[src/rtl/seq_sched_pkg.sv]
// Shared types and helpers for the round-robin scheduler in front of the
// bit-serial 3-bit pattern detector.
package seq_sched_pkg;

  localparam int PATW = 3;

  typedef enum logic [1:0] {
    S_IDLE  = 2'd0,
    S_SHIFT = 2'd1,
    S_DONE  = 2'd2
  } state_e;

  // A window that equals both patterns still counts as a single hit.
  function automatic logic match3(input logic [PATW-1:0] win,
                                  input logic [PATW-1:0] pa,
                                  input logic [PATW-1:0] pb);
    return (win == pa) || (win == pb);
  endfunction

endpackage

[src/rtl/seq_rr_arbiter.sv]
// Combinational round-robin search: the first active request after ptr_i
// (with wrap) wins. Outputs are zero when en_i is low.
module seq_rr_arbiter #(
  parameter int NREQ = 4,
  parameter int IW   = 2
) (
  input  logic [NREQ-1:0] req_i,
  input  logic [IW-1:0]   ptr_i,
  input  logic            en_i,
  output logic [NREQ-1:0] gnt_o,
  output logic [IW-1:0]   idx_o
);

  logic [IW-1:0] cand_s;
  logic          found_s;

  // The candidate order starts one past the previous winner, so the last
  // winner has the lowest priority.
  always_comb begin
    gnt_o   = '0;
    idx_o   = '0;
    found_s = 1'b0;
    cand_s  = '0;
    for (int i = 1; i <= NREQ; i++) begin
      cand_s = IW'((int'(ptr_i) + i) % NREQ);
      if (en_i && !found_s && req_i[cand_s]) begin
        found_s        = 1'b1;
        gnt_o[cand_s]  = 1'b1;
        idx_o          = cand_s;
      end else begin
        found_s = found_s;
      end
    end
  end

endmodule

[src/rtl/seq_detect_scheduler.sv]
// Round-robin scheduler sharing one MSB-first, overlapping 3-bit pattern
// detector between NREQ requesters; returns a hit count per job.
module seq_detect_scheduler
  import seq_sched_pkg::*;
#(
  parameter int NREQ = 4,
  parameter int W    = 8,
  parameter int CW   = 4
) (
  input  logic                     clk,
  input  logic                     rst,
  input  logic [NREQ-1:0]          req,
  input  logic [NREQ*W-1:0]        data,
  input  logic [PATW-1:0]          pat_a,
  input  logic [PATW-1:0]          pat_b,
  output logic [NREQ-1:0]          grant,
  output logic                     busy,
  output logic                     done,
  output logic [$clog2(NREQ)-1:0]  done_id,
  output logic [CW-1:0]            hit_cnt
);

  localparam int IW = $clog2(NREQ);
  localparam int BW = $clog2(W);

  state_e            state_q,   state_d;
  logic [IW-1:0]     ptr_q,     ptr_d;
  logic [W-1:0]      word_q,    word_d;
  logic [PATW-1:0]   pa_q,      pa_d;
  logic [PATW-1:0]   pb_q,      pb_d;
  logic [BW-1:0]     bitcnt_q,  bitcnt_d;
  logic [PATW-2:0]   win_q,     win_d;
  logic [CW-1:0]     cnt_q,     cnt_d;
  logic [NREQ-1:0]   grant_q,   grant_d;
  logic              busy_q,    busy_d;
  logic              done_q,    done_d;
  logic [IW-1:0]     done_id_q, done_id_d;
  logic [CW-1:0]     hit_cnt_q, hit_cnt_d;

  logic              arb_en_s;
  logic [NREQ-1:0]   arb_gnt_s;
  logic [IW-1:0]     arb_idx_s;
  logic [W-1:0]      sel_word_s;
  logic              bit_s;
  logic [PATW-1:0]   nw_s;
  logic              hit_s;
  logic              last_s;
  logic [CW-1:0]     cnt_inc_s;

  assign arb_en_s = (state_q == S_IDLE);

  seq_rr_arbiter #(
    .NREQ (NREQ),
    .IW   (IW)
  ) u_arb (
    .req_i (req),
    .ptr_i (ptr_q),
    .en_i  (arb_en_s),
    .gnt_o (arb_gnt_s),
    .idx_o (arb_idx_s)
  );

  // The word register shifts left, so its MSB is always the next bit to consume.
  assign bit_s     = word_q[W-1];
  assign nw_s      = {win_q, bit_s};
  assign hit_s     = (bitcnt_q >= BW'(2)) && match3(nw_s, pa_q, pb_q);
  assign last_s    = (bitcnt_q == BW'(W-1));
  assign cnt_inc_s = cnt_q + CW'(hit_s);

  always_comb begin
    sel_word_s = '0;
    for (int k = 0; k < NREQ; k++) begin
      sel_word_s = sel_word_s | (data[k*W +: W] & {W{arb_gnt_s[k]}});
    end
  end

  always_comb begin
    state_d   = state_q;
    ptr_d     = ptr_q;
    word_d    = word_q;
    pa_d      = pa_q;
    pb_d      = pb_q;
    bitcnt_d  = bitcnt_q;
    win_d     = win_q;
    cnt_d     = cnt_q;
    grant_d   = '0;
    busy_d    = busy_q;
    done_d    = 1'b0;
    done_id_d = done_id_q;
    hit_cnt_d = hit_cnt_q;
    case (state_q)
      S_IDLE: begin
        if (|req) begin
          state_d  = S_SHIFT;
          ptr_d    = arb_idx_s;
          word_d   = sel_word_s;
          pa_d     = pat_a;
          pb_d     = pat_b;
          bitcnt_d = '0;
          win_d    = '0;
          cnt_d    = '0;
          grant_d  = arb_gnt_s;
          busy_d   = 1'b1;
        end else begin
          busy_d   = 1'b0;
        end
      end
      S_SHIFT: begin
        word_d   = {word_q[W-2:0], 1'b0};
        win_d    = nw_s[PATW-2:0];
        cnt_d    = cnt_inc_s;
        bitcnt_d = bitcnt_q + BW'(1);
        if (last_s) begin
          state_d   = S_DONE;
          done_d    = 1'b1;
          hit_cnt_d = cnt_inc_s;
          done_id_d = ptr_q;
        end else begin
          state_d   = S_SHIFT;
        end
      end
      S_DONE: begin
        state_d = S_IDLE;
        busy_d  = 1'b0;
      end
      default: begin
        state_d = S_IDLE;
        busy_d  = 1'b0;
      end
    endcase
  end

  always_ff @(posedge clk) begin
    if (rst) begin
      state_q   <= S_IDLE;
      ptr_q     <= IW'(NREQ-1);
      word_q    <= '0;
      pa_q      <= '0;
      pb_q      <= '0;
      bitcnt_q  <= '0;
      win_q     <= '0;
      cnt_q     <= '0;
      grant_q   <= '0;
      busy_q    <= 1'b0;
      done_q    <= 1'b0;
      done_id_q <= '0;
      hit_cnt_q <= '0;
    end else begin
      state_q   <= state_d;
      ptr_q     <= ptr_d;
      word_q    <= word_d;
      pa_q      <= pa_d;
      pb_q      <= pb_d;
      bitcnt_q  <= bitcnt_d;
      win_q     <= win_d;
      cnt_q     <= cnt_d;
      grant_q   <= grant_d;
      busy_q    <= busy_d;
      done_q    <= done_d;
      done_id_q <= done_id_d;
      hit_cnt_q <= hit_cnt_d;
    end
  end

  assign grant   = grant_q;
  assign busy    = busy_q;
  assign done    = done_q;
  assign done_id = done_id_q;
  assign hit_cnt = hit_cnt_q;

endmodule

[config.mk]
export PLATFORM = sky130hd
export DESIGN_NAME = seq_detect_scheduler
export DESIGN_NICKNAME = d
export VERILOG_FILES = /design/src/rtl/seq_sched_pkg.sv /design/src/rtl/seq_rr_arbiter.sv /design/src/rtl/seq_detect_scheduler.sv
export SDC_FILE = /design/constraint.sdc
export NUM_CORES = 1
export LEC_CHECK = 0
export ABC_AREA = 1
export BUFFER_PORTS_ARGS = -buffer_cell sky130_fd_sc_hd__buf_2
export CAP_MARGIN = 20
export CORE_AREA = 2 2 68 70
export DETAILED_ROUTE_END_ITERATION = 7
export DIE_AREA = 0 0 70 72
export PLACE_DENSITY = 0.81
export SYNTH_ARGS = -nofsm -noshare
export SYNTH_HDL_FRONTEND = slang
export SYNTH_SLANG_ARGS = --single-unit
[constraint.sdc]
create_clock -name clk -period 2.7 [get_ports clk]
set_input_delay 0.54 -clock clk [delete_from_list [all_inputs] [get_ports clk]]
set_output_delay 0.54 -clock clk [all_outputs]
set_load 0.05 [all_outputs]
==> metrics.md <==
| Metric | Value |
|---|---|
| Run status | finished, final reports clean |
| Sequential share of power | 32.6% |
| Hold-fix buffer count after cts | 0 |
| Max cap viols | 0 |
| Total placed cells including tap cells | ~400 |
| Clk buf depth | 2 |
| Synth area leader | dfxtp_1 |
| Worst-path clk slew | about 0.08 ns |
| Reg2Reg Capture Point | word_q[7] |
| Slowest-stage cell, CP | dfxtp_1 |
| Share of flip-flops with an asynchronous set or reset | 0% |
| Clk_lat worst skew | between 0.2 and 0.3 ns |
| Setup WS post-layout | 0.355 ns |
| Worst VDD drop | roughly 0.40 mV |
| Static leakage | 1.38 nW |
| Drt first pass iters | 4 |
| CP Buf/Inv Count | 3 |
| Final period util | between 80 and 90% |
| Internal power | 1.34 mW |
| Flop2flop setup slack | ~0.36 ns |
| RSZ-0062 raised after global routing | no |
| CTS tree | yes |
| Ys Warns | 0 |
| Initial core utilization | between 50% and 60% |
| First-pass GRT wire length | between 7 and 8 mm |
| Cts bufs inserted | 5 |
| TritonCTS Sinks | 39 |
| Buffers added on ports | 55 |
| R2R Path Start | ptr_q[0] |
| Critical path class | register to register |
| DRC violation count after routing | 0 |
| Post-CTS sizing | 0 |
| Routed Antenna Nets | 0 |
| Synth area leaders | dfxtp_1 36%, nand2_1 19%, ha_1 7.0%, nand3_1 4.2%, inv_1 3.8% |
| R2R depth | 14 |
| PwrDens | approximately 850 nW/um^2 |
| CP required | between 2 and 3 ns |
| Worst-path cell chain | inv_2, ha_1, inv_1, nand3_1, nand2_2, nor2_2, nand2_1, nand2_1, inv_1, nand3_2, nand2_1, nand2_1, o21ai_1, nand2_1 |
| Synthesized area per cell | about 7.0 um^2 |
| CP peak stage delay | around 0.52 ns |
| Worst Hold Class | register to register |
| Top delay family on crit path | simple AND/OR/NAND/NOR gates |
| Hold_sp | word_q[0] |
| Crit path max fanout | 9 |
| Switching power total | a little under 0.9 mW |
| Setup_tns | 0 ns |
| Die X | around 70 um |
| IO Pins | between 50 and 60 |
| Post-Synthesis Cells | between 300 and 400 |
| Number of synthesized flops with an enable pin | 0 |
| Total GRT Usage | 18.2% |
| Worst Path Arrival | 2.58 ns |
| Routability congestion estimate | between 0.8 and 0.9 |
| Worst-Margin Slew | between 0.7 and 0.8 ns |
| Final Hold Fails | 0 |
| Dpl ws | between 0.4 and 0.5 ns |
| Top cell type's share of synthesized area | around 36% |
| End of the worst hold path | word_q[0] |
| Syn_nets | between 300 and 400 |
| Sequential share of the synthesized area | 36.3% |
| Routed WL per cell | 10.8 um |
| Fmax | around 430 MHz |
| Sw Share | 39.6% |
| Vias in the first global route | roughly 1800 |
| Most frequent cells in the layout | 107 x nand2_1, 55 x buf_2, 39 x dfxtp_1, 22 x inv_1, 20 x nor2_1 |
| Top FF cell, synth | dfxtp_1 |
| Largest net degree at the start of global routing | 26 |
| Setup Viol. Count Final | 0 |
| Core area | roughly 4300 um^2 |
| Layout cell share with drive strength beyond 1 | between 20 and 25% |
| Final WL | between 4 and 5 mm |
| Most frequent CP cell | nand2_1 |
| Cell Area, Synth | ~2100 um^2 |
| Die Y | between 70 and 80 um |
| Power share of the combinational group | about two fifths |
| Most common cell after layout, fill and taps aside | nand2_1 |
| Min Tclk post-route | approximately 2.3 ns |
| Global route total overflow | 0 |
| Max_slew headroom | 50.7% |
| Fin util | 61.2% |
| Non-Filler Instances | roughly 420 |
| Layout Nets | 420 |
| Hold path depth | 2 |
| Vias per Instance | roughly 4.9 |
| Htree depth | 2 |
| Ant diodes | 0 |
| Area growth, synth to finish | 21.4% |
| Max Slew Vio Count | 0 |
| Row count | 24 |
| Starting DRT DRC Count | 127 |
| Final HPWL DP | around 3.5 mm |
| Clock skew | 0.0119 ns |
| Startpoint Class | register |
| Seq cells post-synth | 39 |
| Yosys cell types | 28 |
| Total Die Area | between 5000 and 6000 um^2 |
| Initial antenna violation count | 0 |
| Root buf cell | clkbuf_8 |
| Post-CTS Setup Bufs | 0 |
| Power share of the clock group | 25.6% |
| Total number of vias | 2062 |
| Crit. End Element | register |
==> how the worst max path moves through the flow <==
stage,endpoint,slack (ns),depth (start not counted),startpoint
finish,word_q[7],0.36,14,ptr_q[0]
global route,word_q[6],0.12,15,ptr_q[0]
CTS,word_q[7],0.38,14,ptr_q[0]
detailed placement,word_q[7],0.40,14,ptr_q[0]
global placement,word_q[7],0.44,14,ptr_q[0]
floorplan,word_q[0],0.73,15,ptr_q[0]
==> logic make-up after synthesis <==
family                   synth area share [%]
buffers and inverters                    6.05
AND/OR/NAND/NOR                          34.9
adder cells (fa/ha/maj)                  6.98
XOR/XNOR                                 3.67
flip-flops                               36.3
AO/OA/AOI/OAI                            12.1
==> synth_stat cells (2+ instances only) <==
library cell / count
dfxtp_1: 39
a21oi_1: 10
nand2_1: 107
nor2_2: 5
ha_1: 12
nand3_1: 18
nand4_1: 2
a32o_1: 4
clkbuf_1: 3
o21ai_1: 8
buf_2: 2
xnor2_1: 8
nand2_2: 3
o21ai_0: 14
o22ai_1: 7
inv_2: 7
nand3_2: 6
nor2_1: 20
inv_1: 22
==> final cells by class <==
type / instances / area (um^2)
fill: 419 / 1660
clock buffer: 6 / 72.6
tap: 52 / 65.1
multi-input combinational: 233 / 1240
inverter: 29 / 109
clock inverter: 2 / 60.1
timing repair buffer: 56 / 283
sequential: 39 / 781
==> worst min-delay path, cell delays in order (launching register included) <==
cell and delay (ns):
dfxtp_1 0.32, nand2_1 0.06, nand2_1 0.04
==> flip-flops by register name, summed over array words and instances (netlist names) <==
signal / flops
cnt_q: 4
state_q: 2
pa_q: 3
ptr_q: 2
hit_cnt: 4
done: 1
busy: 1
done_id: 2
bitcnt_q: 3
win_q: 2
pb_q: 3
word_q: 8
grant: 4
==> power by group through the flow <==
stage	combinational (mW)	sequential [mW]	clock [mW]
after floorplan	0.695	0.767	0
after global placement	0.901	0.734	0
after detailed placement	0.921	0.737	0
after CTS	0.929	0.724	0.578
after global routing	1.05	0.735	0.596
final	0.928	0.724	0.569
==> per-layer routing <==
metal / global-route usage [%] / wire, um / part of all wire (%) / vias up
li1: - / - / - / 1105
met1: 23.1 / 2210 / 49 / 890
met2: 31.5 / 2030 / 45 / 65
met3: 4.58 / 258 / 5.7 / 2
met4: 3.85 / 17 / 0.38 / 0
met5: 0 / 0 / 0 / -
==> metrics by stage <==
stage	instance area (um^2)	total power [mW]	hold WS, ns
floorplan	2150	1.46	0.426
global placement	2480	1.64	0.441
detailed placement	2480	1.66	0.447
CTS	2610	2.23	0.460
global route	2610	2.38	0.484
finish	2610	2.22	0.459
Note: power is estimated with default switching activity, not from simulation.
